--- src/rtl/cpu_pkg.sv ---
`default_nettype none
// ============================================================================
//  Module      : cpu_pkg
//  Description : Shared widths and the arbiter state encoding for the CPU
//                memory-port slice.
//  Revision    : 1.0 - initial release
// ============================================================================
package cpu_pkg;

    localparam int ADDR_W = 32;
    localparam int DATA_W = 32;
    localparam int STRB_W = 4;

    // Shared-port arbiter states; the two BUSY states own the port.
    typedef enum logic [1:0] {
        IDLE    = 2'd0,
        IF_BUSY = 2'd1,
        DM_BUSY = 2'd2
    } arbState_t;

endpackage
`default_nettype wire

--- src/rtl/mem_port_arbiter.sv ---
`default_nettype none
// ============================================================================
//  Module      : mem_port_arbiter
//  Description : Arbitrates one shared memory port between the instruction
//                fetch (IF) and data memory (MEM) stages. Data wins ties,
//                each stage is served once per pipeline advance, and the
//                pipeline is held by stall_all until every pending access
//                has been served. Fetch redirects drop stale fetch data.
//  Revision    : 1.0 - initial release
// ============================================================================
module mem_port_arbiter
    import cpu_pkg::*;
(
    input  logic              clk,
    input  logic              rst,

    input  logic              if_req,
    input  logic [ADDR_W-1:0] if_addr,
    input  logic              if_flush,
    output logic [DATA_W-1:0] if_rdata,
    output logic              if_stall,

    input  logic              dm_req,
    input  logic              dm_write,
    input  logic [STRB_W-1:0] dm_wstrb,
    input  logic [ADDR_W-1:0] dm_addr,
    input  logic [DATA_W-1:0] dm_wdata,
    output logic [DATA_W-1:0] dm_rdata,
    output logic              dm_stall,

    output logic              stall_all,

    output logic              mem_req,
    output logic              mem_write,
    output logic [STRB_W-1:0] mem_wstrb,
    output logic [ADDR_W-1:0] mem_addr,
    output logic [DATA_W-1:0] mem_wdata,
    input  logic [DATA_W-1:0] mem_rdata,
    input  logic              mem_ready
);

    arbState_t         r_state;
    arbState_t         w_stateNext;

    logic              r_ifServed;
    logic              r_dmServed;
    logic              r_ifKill;

    logic              r_memWrite;
    logic [STRB_W-1:0] r_memWstrb;
    logic [ADDR_W-1:0] r_memAddr;
    logic [DATA_W-1:0] r_memWdata;
    logic [DATA_W-1:0] r_ifRdata;
    logic [DATA_W-1:0] r_dmRdata;

    logic              w_ifPending;
    logic              w_dmPending;
    logic              w_advance;
    logic              w_grantDm;
    logic              w_grantIf;
    logic              w_ifDone;
    logic              w_dmDone;
    logic              w_ifDrop;

    // A stage is pending when it asks for an access it has not yet received
    // during the current pipeline step.
    assign w_ifPending = if_req && !r_ifServed;
    assign w_dmPending = dm_req && !r_dmServed;

    assign if_stall    = w_ifPending;
    assign dm_stall    = w_dmPending;
    assign stall_all   = w_ifPending || w_dmPending;
    assign w_advance   = !(w_ifPending || w_dmPending);

    // Grants happen only from IDLE; data access has priority over fetch.
    assign w_grantDm   = (r_state == IDLE) && w_dmPending;
    assign w_grantIf   = (r_state == IDLE) && !w_dmPending && w_ifPending;

    // Completion is only meaningful while a transaction owns the port, so a
    // stray mem_ready in IDLE has no effect.
    assign w_ifDone    = (r_state == IF_BUSY) && mem_ready;
    assign w_dmDone    = (r_state == DM_BUSY) && mem_ready;

    // A redirect seen earlier in the fetch, or in its completion cycle,
    // makes the returned word stale.
    assign w_ifDrop    = r_ifKill || if_flush;

    assign mem_req     = (r_state != IDLE);
    assign mem_write   = r_memWrite;
    assign mem_wstrb   = r_memWstrb;
    assign mem_addr    = r_memAddr;
    assign mem_wdata   = r_memWdata;
    assign if_rdata    = r_ifRdata;
    assign dm_rdata    = r_dmRdata;

    // State register.
    always_ff @(posedge clk) begin
        if (rst) begin
            r_state <= IDLE;
        end else begin
            r_state <= w_stateNext;
        end
    end

    // Next-state logic: arbitrate in IDLE, wait for completion when busy.
    always_comb begin
        w_stateNext = r_state;
        case (r_state)
            IDLE: begin
                if (w_dmPending) begin
                    w_stateNext = DM_BUSY;
                end else if (w_ifPending) begin
                    w_stateNext = IF_BUSY;
                end
            end
            IF_BUSY: begin
                if (mem_ready) begin
                    w_stateNext = IDLE;
                end
            end
            DM_BUSY: begin
                if (mem_ready) begin
                    w_stateNext = IDLE;
                end
            end
            default: begin
                w_stateNext = IDLE;
            end
        endcase
    end

    // Port request fields are captured at grant and held until the next
    // grant, so they stay stable for the whole transaction.
    always_ff @(posedge clk) begin
        if (rst) begin
            r_memWrite <= 1'b0;
            r_memWstrb <= '0;
            r_memAddr  <= '0;
            r_memWdata <= '0;
        end else if (w_grantDm) begin
            r_memWrite <= dm_write;
            r_memWstrb <= dm_wstrb;
            r_memAddr  <= dm_addr;
            r_memWdata <= dm_wdata;
        end else if (w_grantIf) begin
            r_memWrite <= 1'b0;
            r_memWstrb <= '0;
            r_memAddr  <= if_addr;
            r_memWdata <= '0;
        end
    end

    // Served and kill flags: completion marks a stage served, a pipeline
    // advance starts a fresh step, a redirect invalidates the fetch.
    always_ff @(posedge clk) begin
        if (rst) begin
            r_ifServed <= 1'b0;
            r_dmServed <= 1'b0;
            r_ifKill   <= 1'b0;
        end else begin
            if (w_ifDone && !w_ifDrop) begin
                r_ifServed <= 1'b1;
            end else if (w_advance || if_flush) begin
                r_ifServed <= 1'b0;
            end

            if (w_dmDone) begin
                r_dmServed <= 1'b1;
            end else if (w_advance) begin
                r_dmServed <= 1'b0;
            end

            if (r_state != IF_BUSY) begin
                r_ifKill <= 1'b0;
            end else if (mem_ready) begin
                r_ifKill <= 1'b0;
            end else if (if_flush) begin
                r_ifKill <= 1'b1;
            end
        end
    end

    // Read-data capture; each register holds until its next valid capture.
    always_ff @(posedge clk) begin
        if (rst) begin
            r_ifRdata <= '0;
            r_dmRdata <= '0;
        end else begin
            if (w_ifDone && !w_ifDrop) begin
                r_ifRdata <= mem_rdata;
            end
            if (w_dmDone) begin
                r_dmRdata <= mem_rdata;
            end
        end
    end

endmodule
`default_nettype wire

--- config.mk ---
export PLATFORM = sky130hd
export DESIGN_NAME = mem_port_arbiter
export DESIGN_NICKNAME = d
export VERILOG_FILES = /design/src/rtl/cpu_pkg.sv /design/src/rtl/mem_port_arbiter.sv
export SDC_FILE = /design/constraint.sdc
export NUM_CORES = 1
export LEC_CHECK = 0
export BUFFER_PORTS_ARGS = -buffer_cell sky130_fd_sc_hd__buf_4
export CORE_ASPECT_RATIO = 1.1
export CORE_MARGIN = 2
export CORE_UTILIZATION = 48
export DETAILED_ROUTE_END_ITERATION = 7
export GPL_TIMING_DRIVEN = 0
export PLACE_DENSITY = 0.94
export SLEW_MARGIN = 20
export SYNTH_ARGS = -nofsm -noshare
export SYNTH_HDL_FRONTEND = slang
export SYNTH_SLANG_ARGS = --single-unit
export TNS_END_PERCENT = 30
--- constraint.sdc ---
create_clock -name clk -period 4.73 [get_ports clk]
set_clock_uncertainty 0.05 [all_clocks]
set_input_delay 0 -clock clk [delete_from_list [all_inputs] [get_ports clk]]
set_output_delay 0 -clock clk [all_outputs]
set_load 0.02 [all_outputs]
# [Word level (Yosys, flattened, before mapping)]
# Index checks and enable logic that the tools add are counted.
[classes] n_eq_ne=6 n_mux=16 reduce_logical=23
[ops] op="32-bit two-way mux" count=4
[ops] op="1-bit logical AND" count=8
[ops] op="4-bit two-way mux" count=2
[ops] op="1-bit two-way mux" count=6
[ops] op="2-bit two-way mux" count=3
[ops] op="2-bit by 1-bit != test with 1-bit output (second input constant)" count=3
[ops] op="2-bit nonzero test" count=3
[ops] op="1-bit zero test" count=5
[ops] op="2-bit case mux with 2 select lines" count=1
[ops] op="1-bit logical OR" count=3
[ops] op="3-bit != test (second input constant)" count=1
[ops] op="3-bit OR reduction" count=1
[ops] op="2-bit by 1-bit == test with 1-bit output (second input constant)" count=1
[ops] op="2-bit == test (second input constant)" count=1
[ops] op="2-bit zero test" count=1
[ops] op="2-bit AND reduction" count=1
[ops] op="2-bit OR reduction" count=1
[word_totals] reg_bits=138 in_bits=139 out_inout_bits=137 elab_cells=55

# [Longest topological paths before layout]
# Gate-level depths: netlist (run 1).
[depth] ltp_word=7 depth_mapped=7 mapped_depth_nobuf=5

# [Least setup slack after synthesis (run 1)]
# No wires, ideal clock.
[synth_path] path_type="flip-flop to flip-flop" startpoint="register r_state[1]" endpoint="register r_memWdata[18] (netlist: mem_wdata[18])" setup_ps=117 arrival_ps=1457 required_time_ps=4563 setup_slack_ps=3106 stages_incl_launch_ff=8 path_buffers=3 period_less_slack_ps=1624 path_cell_list="dfxtp_1 inv_1 ha_1 and4bb_1 buf_2 buf_6 buf_6 a32o_1"
[synth_between] elab_chain_cells=4 word_cells_on_any_way=6 cone_classes="mux: 1; reduce/logical: 5"
[synth_rtl] element="start, declared" line_no="mem_port_arbiter.sv:42" text="arbState_t r_state;"
[synth_rtl] element="start signal, assigned" line_no="mem_port_arbiter.sv:101" text="r_state <= w_stateNext;"
[synth_rtl] element="2-bit zero test *" line_no="mem_port_arbiter.sv:76, mem_port_arbiter.sv:77"
[synth_rtl] element="1-bit logical AND (2 in series)" line_no="mem_port_arbiter.sv:77" text="assign w_grantIf = (r_state == IDLE) && !w_dmPending && w_ifPending;"
[synth_rtl] element="2-bit nonzero test (no line)"
[synth_rtl] element="end signal, assigned" line_no="mem_port_arbiter.sv:144" text="r_memWdata <= dm_wdata;"
[synth_rtl] element="end, declared" line_no="mem_port_arbiter.sv:52" text="logic [DATA_W-1:0] r_memWdata;"
# Every way passes the cells marked *; elsewhere a longest branch is shown, timed or not.
# A chain may end at the register's enable or synchronous reset.

# [Worst setup path in the final report (run 1)]
[layout_path] startpoint="register r_state[1]" endpoint="register r_memAddr[18] (netlist: mem_addr[18])"
[layout_between] elab_chain_cells=4 word_cells_on_any_way=6 cone_classes="mux: 1; reduce/logical: 5"
[layout_rtl] element="2-bit zero test *" line_no="mem_port_arbiter.sv:76, mem_port_arbiter.sv:77"
[layout_rtl] element="1-bit logical AND (2 in series)" line_no="mem_port_arbiter.sv:77"
[layout_rtl] element="2-bit nonzero test (no line)"
[layout_rtl] element="end signal, assigned" line_no="mem_port_arbiter.sv:143" text="r_memAddr <= dm_addr;"
[layout_rtl] element="end signal, assigned" line_no="mem_port_arbiter.sv:148" text="r_memAddr <= if_addr;"
[layout_rtl] element="end, declared" line_no="mem_port_arbiter.sv:51" text="logic [ADDR_W-1:0] r_memAddr;"
# Marks and branches as above.

==> results of run 1 <==
## cell type report
type	instances	area, um2
antenna	1	2.50
buffer	51	268
clock buffer	18	429
clock inverter	13	145
fill	418	1080
inverter	38	145
multi-input combinational	354	1940
sequential	138	2760
tap	143	179
timing repair buffer	412	3440
## where the power goes
part	internal (mW)	leakage, nW	switching, mW
clock	0.778	0.273	0.524
combinational	0.378	2.71	0.430
sequential	1.25	1.13	0.0630
## timing repair
| item | in CTS | in global routing |
|---|---|---|
| hold buffers | 137 | 0 |
| hold endpoints to repair | 137 | 0 |
| setup buffers | 0 | 0 |
## per-layer routing
layer / vias to the layer above / part of all wire, % / GRT usage (%) / routed length, um
met2: 616 / 49 / 74.2 / 12500
met3: 195 / 11 / 15.7 / 2890
met1: 3133 / 32 / 44.4 / 8200
li1: 2886 / - / - / -
met5: - / 0 / 0 / 0
met4: 0 / 7.8 / 30.8 / 2010
## placed cells by master, fill, tap and decap left out, drive strengths merged, types with 2 or more instances in the layout
cell         Yosys  layout
a32o            37      37
clkinv           0       5
inv             38      41
nand2          163     163
clkinvlp         0       3
buf             31     306
clkbuf          20      38
dfxtp          138     138
bufinv           0       2
nor2             2       2
a21oi           69      69
dlygate4sd3      0     137
and4bb           2       2
o311ai          32      32
nand3           34      34
nand2b           3       3
ha               3       3
## how the worst max path moves through the flow
stage / start / to / slack, ps / cells past startpoint
after floorplan: r_state[1]$_SDFFE_PP0P_ / mem_wdata[18]$_SDFFE_PP0P_ / 3110 / 7
after global placement: r_state[1]$_SDFFE_PP0P_ / mem_wdata[21]$_SDFFE_PP0P_ / 2940 / 7
after detailed placement: r_state[0]$_SDFFE_PP0P_ / mem_wdata[23]$_SDFFE_PP0P_ / 2910 / 7
after CTS: r_state[1]$_SDFFE_PP0P_ / mem_addr[28]$_SDFFE_PP0P_ / 2410 / 8
after global routing: r_state[1]$_SDFFE_PP0P_ / mem_addr[18]$_SDFFE_PP0P_ / 2060 / 8
final: r_state[1]$_SDFFE_PP0P_ / mem_addr[18]$_SDFFE_PP0P_ / 2130 / 8
## cell families after synthesis
logic type	count (synthesis)	synth area share, %
DFF	138	54.0
AOI/OAI and AO/OA	140	19.9
and+or+nand+nor	211	17.4
buffers and inverters	89	8.06
adders and majority gates	3	0.733
## state kept, by name, summed over array words and instances, names as in the netlist
name,cells
dm_rdata,32
if_rdata,32
mem_addr,32
mem_wdata,32
mem_write,1
mem_wstrb,4
r_dmServed,1
r_ifKill,1
r_ifServed,1
r_state,2
## worst max-delay path, cell delays in order (launching register included)
cell and delay (ps):
dfxtp_1 340, inv_1 80, ha_1 370, and4bb_1 240
buf_2 190, buf_2 250, nand2_1 210, o311ai_1 160
dlygate4sd3_1 620
==> results.py, run 1 <==
metrics = {
    "grt": {
        "grt_pass1_vias": 7230,
        "antenna_found_initial": 1,
        "grt_pass1_wl_um": 38400,
        "grt_usage_pct": 44.0,
        "grt-ovfl-total": 0,
        "grt_start_max_net_pins": 17,
    },
    "synthesis": {
        "syn-mean-instance-area_um2": 8.81,
        "synth-seq-area-share_pct": 54.0,
        "ys_warn_count": 0,
        "yosys-top-cells-area": "dfxtp_1 54%, nand2_1 12%, a32o_1 7.2%, a21oi_1 6.7%, o311ai_1 5.5%",
        "netlist_instances": 581,
        "synth-edff-count": 0,
        "yosysTopAreaCell": "dfxtp_1",
        "synthTopCellsByCount": "163 x nand2_1, 138 x dfxtp_1, 69 x a21oi_1",
        "syn_area_mm2": 0.00512,
        "ys_seq_elements": 138,
        "synth_cell_types": 25,
        "async_reset_ff_share_pct": 0,
        "synth_most_common_cell": "nand2_1",
        "synth_nets": 723,
        "ys.flop_type": "dfxtp_1",
        "netlist.area_leader.share_pct": 54.0,
    },
    "floorplan": {
        "die_w_um": 102,
        "rows": 39,
        "die_area_mm2": 0.0115,
        "coreArea_mm2": 0.0104,
        "dieHeight_um": 112,
        "ioPinCount": 276,
        "start_util_pct": 49.3,
    },
    "clocking": {
        "clock_sinks": 138,
        "cts-resized-gates": 0,
        "cts_buffers": 17,
        "cts_buffer_depth": 2,
        "clk_pin_slew_worst_paths_ps": 60,
        "cts_tree": "yes",
        "insertion_delay_ps": 410,
        "htreeDepth": 4,
        "ctsRootBufferMaster": "clkbuf_16",
    },
    "power_and_ir_drop": {
        "totalPowerFinal_mw": 3.42,
        "powerDensity_mw_per_mm2": 368,
        "ir_worst_vdd_v": 0.000361,
        "p_leak_nw": 4.11,
    },
    "placed_design": {
        "gp_congestion": 0.884,
        "dp.cells": 999,
        "hpwl_um": 12500,
        "place_area_mm2": 0.00736,
        "dp_slack_ps": 2910,
        "io_buffers": 275,
    },
    "layout": {
        "final_area_mm2": 0.00931,
        "syn2layout_area_growth_pct": 81.9,
        "drive_gt1_share_pct": 33.3,
        "finish.utilization_pct": 89.6,
        "layoutNonFillerInstCount": 1168,
        "nets": 1154,
    },
    "hold_path": {
        "hold_class": "in2reg",
        "min_delay_worst_endpoint": "r_state[1]$_SDFFE_PP0P_",
        "whs_path_depth": 4,
        "min_from": "if_req",
    },
    "sta": {
        "tightest_slew_ps": 593,
        "whs_ps": 37.6,
        "rsz0062_at_grt": "false",
        "max_freq_mhz": 385,
        "relSlewSlack_pct": 60.5,
        "hold_viol_final": 0,
        "tns_ps": 0,
        "drv_slew": 0,
        "worst_slack_ps": 2130,
        "setup_violations": 0,
        "timing.final.crit_share_pct": 54.9,
        "layout_min_cycle_time_ps": 2600,
    },
    "critical_path": {
        "worst_setup_path_end_kind": "flip-flop",
        "worstSetupPathType": "reg2reg",
        "reg2reg_depth": 8,
        "reg2reg_to": "mem_addr[18]$_SDFFE_PP0P_",
        "cp.required_ps": 5030,
        "start_kind": "flip-flop",
        "path_max_fanout": 10,
        "reg2reg_slack_ps": 2130,
        "r2r-start": "r_state[1]$_SDFFE_PP0P_",
        "arrival_ps": 2890,
    },
    "routing": {
        "postRouteWirelength_um": 25600,
        "first_iter_violations": 509,
        "drc": 0,
        "num_vias": 6830,
        "wl_per_cell_um": 21.9,
        "via_per_inst": 5.85,
        "ant_nets": 0,
        "drt-pass1-iter-count": 5,
    },
    "run": {
        "drv_cap": 0,
    },
    "outcome": {
        "status": "finished, final reports clean",
    },
}
(Power assumes the default switching activity.)
==> run 2, diff against run 1 <==
Settings changed: ABC_AREA set to 1, CORE_UTILIZATION 48 to 42, PLACE_DENSITY 0.94 to 0.86.
Clock period 4.73 ns to 2.1 ns, I/O delays scaled along.
==> results.py, run 2 <==
metrics = {
    "synthesis": {
        "netlist.area_leader.share_pct": 48.3,
        "syn-mean-instance-area_um2": 7.29,
        "synthTopCellsByCount": "163 x nor2_1, 161 x nand2_1, 138 x dfxtp_1",
        "synth_most_common_cell": "nor2_1",
        "synth_xor_area_share_pct": 0,
        "synth_nets": 926,
        "synth_compound_area_share_pct": 13.2,
        "synth_cell_types": 18,
        "yosysTopAreaCell": "dfxtp_1",
        "synth-adder-area-share_pct": 0.657,
        "netlist_instances": 784,
        "async_reset_ff_share_pct": 0,
        "ys.flop_type": "dfxtp_1",
        "ys_warn_count": 0,
        "synth.area.mux_share_pct": 0,
        "yosys-top-cells-area": "dfxtp_1 48%, nor2_1 11%, nand2_1 11%, o21ai_0 5.6%, inv_1 4.8%",
        "synth_top_family_by_area": "simple AND/OR/NAND/NOR gates",
        "synth-edff-count": 0,
        "syn_area_mm2": 0.00572,
        "ys_seq_elements": 138,
        "synth-seq-area-share_pct": 48.3,
        "synth-simple-area-share_pct": 27.6,
    },
    "grt": {
        "grt-ovfl-total": 0,
        "antenna_found_initial": 1,
        "grt_pass1_vias": 7382,
        "grt_pass1_wl_um": 36000,
        "grt_start_max_net_pins": 17,
        "grt_usage_pct": 31.7,
    },
    "power_and_ir_drop": {
        "intPower_mw": 5.95,
        "p_seq_share_pct": 35.4,
        "p_leak_nw": 4.80,
        "powerDensity_mw_per_mm2": 830,
        "ir_worst_vdd_v": 0.000563,
        "power_frac_comb_pct": 23.7,
        "switching_share_pct": 28.8,
        "clockPowerShare_pct": 41.0,
        "switchingPower_mw": 2.40,
    },
    "routing": {
        "first_iter_violations": 599,
        "ant_nets": 0,
        "wl_per_cell_um": 16.2,
        "drc": 0,
        "num_vias": 7031,
        "via_per_inst": 4.98,
        "drt-pass1-iter-count": 7,
        "postRouteWirelength_um": 22900,
    },
    "critical_path": {
        "slowest_delay_ps": 560,
        "worstSetupPathType": "reg2reg",
        "cpMaxStageDelayCell": "dlygate4sd3_1",
        "cp.required_ps": 2400,
        "crit_family": "buffers and inverters",
        "crit_path_cell_trace": "inv_1, ha_2, nand2_1, buf_6, buf_6, nand2_2, a21oi_2, dlygate4sd3_1",
        "worst_setup_path_end_kind": "flip-flop",
        "arrival_ps": 2330,
        "cpMostUsedCell": "buf_6",
        "reg2reg_depth": 8,
        "critPathBufInv": 4,
        "start_kind": "flip-flop",
        "path_max_fanout": 10,
        "crit_cells": 8,
    },
    "sta": {
        "setup_violations": 0,
        "relSlewSlack_pct": 51.4,
        "worst_slack_ps": 79.3,
        "tightest_slew_ps": 728,
        "tns_ps": 0,
        "rsz0062_at_grt": "false",
        "drv_slew": 0,
        "hold_viol_final": 0,
        "layout_min_cycle_time_ps": 2020,
        "max_freq_mhz": 495,
        "timing.final.crit_share_pct": 96.2,
    },
    "layout": {
        "mostFrequentLayoutCells": "277 x buf_4, 163 x nor2_1, 161 x nand2_1, 138 x dfxtp_1, 138 x dlygate4sd3_1",
        "drive_gt1_share_pct": 33.6,
        "nets": 1357,
        "final_common_cell": "buf_4",
        "syn2layout_area_growth_pct": 76.1,
    },
    "floorplan": {
        "dieHeight_um": 126,
        "coreArea_mm2": 0.0133,
        "die_area_mm2": 0.0146,
        "die_w_um": 115,
        "rows": 44,
        "ioPinCount": 276,
        "start_util_pct": 43.1,
    },
    "clocking": {
        "clock_sinks": 138,
        "cts_buffer_depth": 2,
        "cts_tree": "yes",
        "postCtsSetupRepairBufs": 0,
        "ctsRootBufferMaster": "clkbuf_16",
        "insertion_delay_ps": 410,
        "htreeDepth": 4,
        "cts_buffers": 17,
        "clk_pin_slew_worst_paths_ps": 60,
    },
    "placed_design": {
        "dp_slack_ps": 488,
        "hpwl_um": 13000,
        "io_buffers": 274,
        "gp_congestion": 0.878,
    },
    "hold_path": {
        "hold_class": "in2reg",
        "whs_path_depth": 5,
    },
    "outcome": {
        "status": "finished, final reports clean",
    },
    "run": {
        "drv_cap": 0,
    },
}
[run 2: cell types whose count changed in the layout (fill, tap and decap cells not counted), moves of 19 or more]
cell,before,now
or2_2,0,32
o311ai_1,32,0
nor2_1,2,163
inv_1,34,73
nand2_2,0,21
o21ai_0,0,64
a21oi_2,0,19
a32o_1,37,0
nand3_1,34,3
[run 2: power by group through the flow]
stage	sequential (mW)	clock [mW]	combinational (mW)
CTS	2.94	3.44	1.89
finish	2.95	3.42	1.98
global route	2.97	3.57	2.12
global placement	2.99	0	1.64
detailed placement	2.99	0	1.67
floorplan	3.23	0	0.704
[run 2: path summary, 6_finish.rpt]
check                                   from                    endpoint  slack (ps)
setup reg to reg     r_state[0]$_SDFFE_PP0P_  mem_wdata[28]$_SDFFE_PP0P_          80
setup / recovery     r_state[0]$_SDFFE_PP0P_  mem_wdata[28]$_SDFFE_PP0P_          80
hold reg to reg   mem_wdata[21]$_SDFFE_PP0P_  mem_wdata[21]$_SDFFE_PP0P_         420
hold / removal                        if_req     r_dmServed$_SDFFE_PP0P_          40
[run 2: what timing repair did]
action	CTS	global route
endpoints found under the hold margin	137	0
hold buffers	138	0
setup endpoints to repair	0	3
resized for setup	0	1
[run 2: worst reg2reg max path, stage by stage, from the launching register on]
cell and delay [ps]:
dfxtp_1 370, inv_1 80, ha_2 230, nand2_1 110, buf_6 170, buf_6 190, nand2_2 70, a21oi_2 120
dlygate4sd3_1 560
[run 2: cells by family after synthesis]
| family | after synthesis |
|---|---|
| DFF | 138 |
| adders and majority gates | 3 |
| AOI/OAI and AO/OA | 137 |
| buffers and inverters | 124 |
| and+or+nand+nor | 382 |
[run 2: metal layers]
layer / wire length, um / up-vias / share of wire (%) / track usage, %
met5: 0 / - / 0 / 0
met4: 1500 / 0 / 6.6 / 22.6
met3: 1720 / 138 / 7.5 / 8.36
met2: 11700 / 414 / 51 / 56.1
met1: 7930 / 3215 / 35 / 31.9
li1: - / 3264 / - / -
[run 2: per-stage QoR]
step / cells / cell area [um2] / hold slack [ps] / util (%) / total power, mW
floorplan: 784 / 5720 / 90.4 / - / 3.93
global placement: 1242 / 8000 / 198 / 60.3 / 4.63
detailed placement: 1242 / 8000 / 210 / 60.3 / 4.66
CTS: 1412 / 10100 / 15.9 / 75.8 / 8.27
global route: 1413 / 10100 / 49.5 / 75.9 / 8.66
finish: 1413 / 10100 / 41.0 / 75.9 / 8.35
[run 2: area by class of cell]
class,instances,area (um2)
Buffer,48,293
Multi-Input combinational cell,522,2380
Clock inverter,12,210
Inverter,76,285
Fill cell,889,3200
Timing Repair Buffer,412,3440
Clock buffer,20,467
Sequential cell,138,2760
Tap cell,184,230
Antenna cell,1,2.50
